===== src/rtl/hdb3_encoder.sv =====
// HDB3 line encoder: AMI marking with 000V / B00V substitution of four-zero runs.
// A 4-deep tag pipeline provides the look-ahead needed to retag the first zero of a run as B.
module hdb3_encoder (
  input  logic clk,
  input  logic rst_n,
  input  logic data_in,
  input  logic en,
  output logic bp,
  output logic bn
);

  typedef enum logic [1:0] {
    TAG_ZERO = 2'd0,
    TAG_ONE  = 2'd1,
    TAG_BSUB = 2'd2,
    TAG_VIOL = 2'd3
  } tag_t;

  tag_t       r_stg0, r_stg1, r_stg2, r_stg3;
  logic [1:0] r_zero_cnt;
  logic       r_parity;
  logic       r_last_pos;

  logic       w_fourth_zero;
  tag_t       w_new_tag;
  tag_t       w_stg3_next;
  logic       w_is_b;
  logic       w_is_v;
  logic       w_pos;
  logic       w_bp_next;
  logic       w_bn_next;
  logic [1:0] w_zero_cnt_next;
  logic       w_parity_next;
  logic       w_last_pos_next;

  // Input stage: classify the incoming bit and decide on a substitution.
  always_comb begin
    w_fourth_zero   = ~data_in & (r_zero_cnt == 2'd3);
    w_new_tag       = TAG_ZERO;
    w_zero_cnt_next = r_zero_cnt;
    w_parity_next   = r_parity;
    if (data_in) begin
      w_new_tag       = TAG_ONE;
      w_zero_cnt_next = 2'd0;
      w_parity_next   = ~r_parity;
    end else if (w_fourth_zero) begin
      w_new_tag       = TAG_VIOL;
      w_zero_cnt_next = 2'd0;
      w_parity_next   = 1'b0;
    end else begin
      w_new_tag       = TAG_ZERO;
      w_zero_cnt_next = r_zero_cnt + 2'd1;
    end
  end

  // With an even count of B marks since the last V, the oldest zero becomes B.
  always_comb begin
    w_stg3_next = r_stg2;
    if (w_fourth_zero && !r_parity) begin
      w_stg3_next = TAG_BSUB;
    end
  end

  // Output stage: B-type marks alternate polarity, V repeats the previous one.
  always_comb begin
    w_is_b          = (r_stg3 == TAG_ONE) || (r_stg3 == TAG_BSUB);
    w_is_v          = (r_stg3 == TAG_VIOL);
    w_pos           = w_is_b ? ~r_last_pos : r_last_pos;
    w_bp_next       = en & (w_is_b | w_is_v) & w_pos;
    w_bn_next       = en & (w_is_b | w_is_v) & ~w_pos;
    w_last_pos_next = w_is_b ? ~r_last_pos : r_last_pos;
  end

  always_ff @(posedge clk) begin
    if (rst_n) begin
      r_stg0     <= TAG_ZERO;
      r_stg1     <= TAG_ZERO;
      r_stg2     <= TAG_ZERO;
      r_stg3     <= TAG_ZERO;
      r_zero_cnt <= 2'd0;
      r_parity   <= 1'b0;
      r_last_pos <= 1'b0;
      bp         <= 1'b0;
      bn         <= 1'b0;
    end else begin
      bp <= w_bp_next;
      bn <= w_bn_next;
      if (en) begin
        r_stg0     <= w_new_tag;
        r_stg1     <= r_stg0;
        r_stg2     <= r_stg1;
        r_stg3     <= w_stg3_next;
        r_zero_cnt <= w_zero_cnt_next;
        r_parity   <= w_parity_next;
        r_last_pos <= w_last_pos_next;
      end
    end
  end

endmodule


===== config.mk =====
export PLATFORM = sky130hd
export DESIGN_NAME = hdb3_encoder
export DESIGN_NICKNAME = d
export VERILOG_FILES = /design/src/rtl/hdb3_encoder.sv
export SDC_FILE = /design/constraint.sdc
export NUM_CORES = 1
export LEC_CHECK = 0
export BUFFER_PORTS_ARGS = -buffer_cell sky130_fd_sc_hd__buf_4
export CORE_MARGIN = 1.5
export CORE_UTILIZATION = 40
export DETAILED_ROUTE_END_ITERATION = 6
export RECOVER_POWER = 100
export SYNTH_ARGS = -nofsm -noshare
export SYNTH_HDL_FRONTEND = slang
export SYNTH_SLANG_ARGS = --single-unit

===== constraint.sdc =====
create_clock -name clk -period 1.74 [get_ports clk]
set_input_delay 0.087 -clock clk [delete_from_list [all_inputs] [get_ports clk]]
set_output_delay 0.087 -clock clk [all_outputs]
set_load 0.02 [all_outputs]

### Word level (Yosys, flattened, before mapping)

Index checks and enable logic that the tools add are counted.

| storage, ports and cells | value |
|---|---|
| flip-flop bits (word level) | 14 |
| input port bits | 4 |
| output and inout port bits | 2 |
| logic and storage cells | 36 |

| operators by class | value |
|---|---|
| $add $sub $neg | 1 |
| equal/unequal tests | 4 |
| mux-type cells | 8 |
| bitwise logic cells | 9 |
| reduce and logical (&&, ||, !) cells | 5 |

Operators by type and width:

| cell | number |
|---|---|
| 2-to-1 mux 2 bit | 5 |
| equality test 2 bit (second input constant) | 3 |
| bitwise AND 1 bit | 4 |
| inverter 1 bit | 4 |
| 2-to-1 mux 1 bit | 3 |
| adder 2 x 1 -> 2 bit (second input constant) | 1 |
| equality test 2 x 1 -> 1 bit (second input constant) | 1 |
| AND reduction 2 bit | 1 |
| nonzero test 2 bit | 1 |
| logical AND 1 bit | 1 |
| logical NOT 1 bit | 1 |
| logical OR 1 bit | 1 |
| OR 1 bit | 1 |

### Longest topological paths before layout

| logic depth | value |
|---|---|
| word-level depth | 5 |
| depth in mapped cells | 4 |
| mapped depth without buffers | 4 |

### Least setup slack after synthesis

OpenSTA, ideal clock, no wires.

| path | value |
|---|---|
| path kind | flip-flop to flip-flop |
| start | reg r_zero_cnt[0] |
| end | reg r_stg3[1] |
| library setup time | 88 ps |
| arrival time | 1,109 ps |
| data required time | 1,652 ps |
| slack | 543 ps |
| cell stages (with the launch flop) | 4 |
| path buffers | 0 |
| period minus slack after synthesis | 1,197 ps |
| path through | dfxtp_1 -> ha_1 -> or3b_1 -> a311oi_2 |

| on the way | value |
|---|---|
| longest elaborated chain between the ends | 4 |

Ends and longest elaborated chain:

| what | line | RTL |
|---|---|---|
| start: declaration | 20 | `logic [1:0] r_zero_cnt;` |
| start signal: assignment | 93 | `r_zero_cnt <= w_zero_cnt_next;` |
| equality test 2 bit | 38 | `w_fourth_zero = ~data_in & (r_zero_cnt == 2'd3);` |
| bitwise AND 1 bit | 38 |  |
| logical AND 1 bit | 59 | `if (w_fourth_zero && !r_parity) begin` |
| 2-to-1 mux 2 bit | 59 |  |
| end signal: assignment | 92 | `r_stg3 <= w_stg3_next;` |
| end: declaration | 19 | `tag_t r_stg0, r_stg1, r_stg2, r_stg3;` |

Every way passes these cells.
A chain may end at the register's enable or synchronous reset.

### Final worst setup path

| path | value |
|---|---|
| start | reg r_zero_cnt[1] |
| end | reg r_stg3[1] |

Same word-level chain as after synthesis.

==> flow_summary.json <==
{
  "synth_fa_ha_area_share_pct": 4.14,
  "synth.cell_area_um2": 604,
  "finalPower_w": 0.000614,
  "whs_endpoint": "r_stg3[1]",
  "muxShareOfSynthArea_pct": 8.28,
  "seqCellArea_um2": 280,
  "drt-vias-per-instance": 5.20,
  "detail_route.iter0.violations": 2,
  "drc": 0,
  "reg2reg_depth": 3,
  "synth.largest_area_cell": "dfxtp_1",
  "root_buffer": "clkbuf_4",
  "synthesis.nets": 64,
  "chipHeight_um": 41.9,
  "ys_top_cells_by_count": "14 x dfxtp_1, 6 x nor2_1, 5 x a21oi_1, 5 x mux2i_1",
  "reg_to_reg_end": "r_stg3[1]",
  "layout-drive-gt1-share_pct": 14.1,
  "worst_slew_margin_rel_pct": 82.8,
  "global_route_wire_length_before_repair_um": 1550,
  "place.gp.congestion": 0.677,
  "timing.reg2reg.setup_slack_ps": 470,
  "floorplan.rows": 13,
  "largest_buffer_count_on_any_clock_path": 2,
  "cts_repair_resize_count": 0,
  "fin_nets": 71,
  "xor_xnor_share_of_the_synthesized_area_pct": 1.45,
  "timing.final.hold_violations": 0,
  "worst_slack_ps": 465,
  "clk_transition_reported_paths_ps": 80,
  "synthDominantCellAreaShare_pct": 46.4,
  "grt_max_degree": 22,
  "final.hold.worst_slack_ps": 74.4,
  "synthTopCellsByArea": "dfxtp_1 46%, mux2i_1 8.3%, a21oi_1 4.1%",
  "detailedPlacementHpwl_um": 577,
  "path_max_fanout": 5,
  "yosys_warnings": 0,
  "worst_setup_path_start_kind": "register",
  "post_cts.repair.setup_buffers": 0,
  "drt.antenna.violating_nets": 0,
  "synth_compound_gate_area_share_pct": 10.6,
  "grt_setup_unrepaired": "false",
  "yosys_most_used_dff": "dfxtp_1",
  "initial_antenna_violation_count": 0,
  "hp-start": "rst_n",
  "number_of_buffers_added_on_ports": 5,
  "setup_viol": 0,
  "floorplan.die_area_mm2": 0.00175,
  "synth_cells": 58,
  "critical_path_required_ps": 1940,
  "period_needed_ps": 1270,
  "postSynthAreaPerCell_um2": 10.4,
  "power.density_cell_area_mw_per_mm2": 931,
  "layout.core_utilization_pct": 48.8,
  "drt_pass1_iterations": 4,
  "min-delay-path-class": "in -> reg",
  "clock_insertion_delay_worst_skew_ps": 280,
  "dpl_worst_slack_ps": 483,
  "synth_cell_type_count": 23,
  "post_synth_and_or_nand_nor_area_fraction_pct": 21.7,
  "io_pins": 6,
  "cell_with_the_most_instances_after_synthesis": "dfxtp_1",
  "share_of_the_clock_period_used_by_the_worst_path_after_layout_pct": 73.3,
  "final.setup.tns_ps": 0,
  "grt_pass1_vias": 364,
  "global_route_total_overflow": 0,
  "worst_path_arrival_ps": 1480,
  "status": "completed",
  "floorplan.core_area_mm2": 0.00135,
  "irDropWorstVdd_mv": 0.516,
  "htree_num_levels": 1,
  "synth_edf_count": 0,
  "tightestPinTransition_ps": 255,
  "hold_depth": 2,
  "grt_usage_pct": 12.3,
  "fmax_mhz": 785,
  "worst_setup_path_end_kind": "register",
  "main_combinational_cell_family_by_area_after_synthesis": "simple AND/OR/NAND/NOR gates",
  "nFillCells": 136,
  "async_set_or_reset_register_ratio_after_synthesis_pct": 0,
  "cts_sinks": 14,
  "routed_wire_length_per_instance_um": 11.4,
  "max_cap_viol_count": 0,
  "tritoncts_clock_tree": "built",
  "setup.worst_path.class": "reg -> reg",
  "area_delta_synth_final_pct": 9.11,
  "leakagePower_nw": 0.269,
  "clock-skew-final_ps": 1.12,
  "rr_startpoint": "r_zero_cnt[1]",
  "cts_buffers": 3,
  "floorplan.die.width_um": 41.9,
  "yosys_register_bits": 14,
  "diodes": 0,
  "hold_fix_buffers_cts": 0,
  "synth_sequential_area_ratio_pct": 46.4,
  "start_util_pct": 44.8,
  "multi_input_comb_area_um2": 279,
  "vias": 411,
  "drt_wl_total_um": 904,
  "final_max_slew_viol_count": 0
}
-- where the power goes --
group          internal (W)   total, W  switching (W)  leakage (nW)
Clock              0.000127   0.000234       0.000107        0.0210
Sequential         0.000329   0.000334     0.00000520         0.114
Combinational     0.0000225  0.0000459      0.0000234         0.134
-- critical path, stage by stage, from the launching register on --
cell and delay [ps]:
dfxtp_1 360, ha_1 220, or3b_1 370, a311oi_2 250
-- cell families after synthesis --
| family | after synthesis |
|---|---|
| and+or+nand+nor | 20 |
| DFF | 14 |
| AOI/OAI and AO/OA | 9 |
| buffers and inverters | 7 |
| muxes | 5 |
| adders and majority gates | 2 |
| xor gates and xnor gates | 1 |
-- stage by stage --
| stage | instance area, µm² | cells |
|---|---|---|
| 3_3_place_gp | 631 | 75 |
| 5_1_grt | 659 | 79 |
| 4_1_cts | 667 | 79 |
| 3_5_place_dp | 631 | 75 |
| 6_report | 659 | 79 |
| 2_1_floorplan | 604 | 58 |
-- area by class of cell --
class,instances,area share [%]
sequential,14,42.5
multi-input combinational,37,42.3
clock buffer,4,5.50
timing repair buffer,5,4.55
tap,15,2.85
inverter,4,2.28
-- metal layers --
metal	track usage, %	vias up	wire length, µm	part of all wire, %
met2	19.4	8	426	47
met1	12.6	182	419	46
met3	6.52	4	45	5.0
li1	-	217	-	-
met4	7.74	0	13	1.4
met5	0	-	0	0
-- layout by cell type (no fill, tap or decap) --
master and instances:
clkbuf_8 1, inv_1 4, and3b_1 1, clkbuf_1 2, and4bb_1 1, a21bo_2 1
nor3_1 1, ha_1 2, or4b_1 1, nor2_1 6, or3b_1 1, dfxtp_1 14
xnor2_1 1, nand2b_1 4, a21oi_1 5, clkbuf_4 3, buf_4 3, o21ai_0 1
nor4bb_1 1, mux2i_1 5, and3_1 1, nand3b_1 3, a311oi_2 1, a31o_1 1
-- sequential cells by signal (all words and copies together), names as in the netlist --
signal      cells
r_stg1          2
r_stg3          2
r_stg2          2
r_parity        1
bn              1
r_last_pos      1
r_zero_cnt      2
bp              1
r_stg0          2
-- worst max path at each step --
stage                        startpoint   endpoint  slack, ps  cells past startpoint
final                     r_zero_cnt[1]  r_stg3[1]        470                      3
after global routing      r_zero_cnt[1]  r_stg3[1]        430                      3
after CTS                 r_zero_cnt[1]  r_stg3[1]        460                      3
after detailed placement  r_zero_cnt[0]  r_stg3[1]        480                      3
after global placement    r_zero_cnt[0]  r_stg3[1]        520                      3
after floorplan           r_zero_cnt[0]  r_stg3[1]        540                      3
Power figures use the tool's default switching activity.
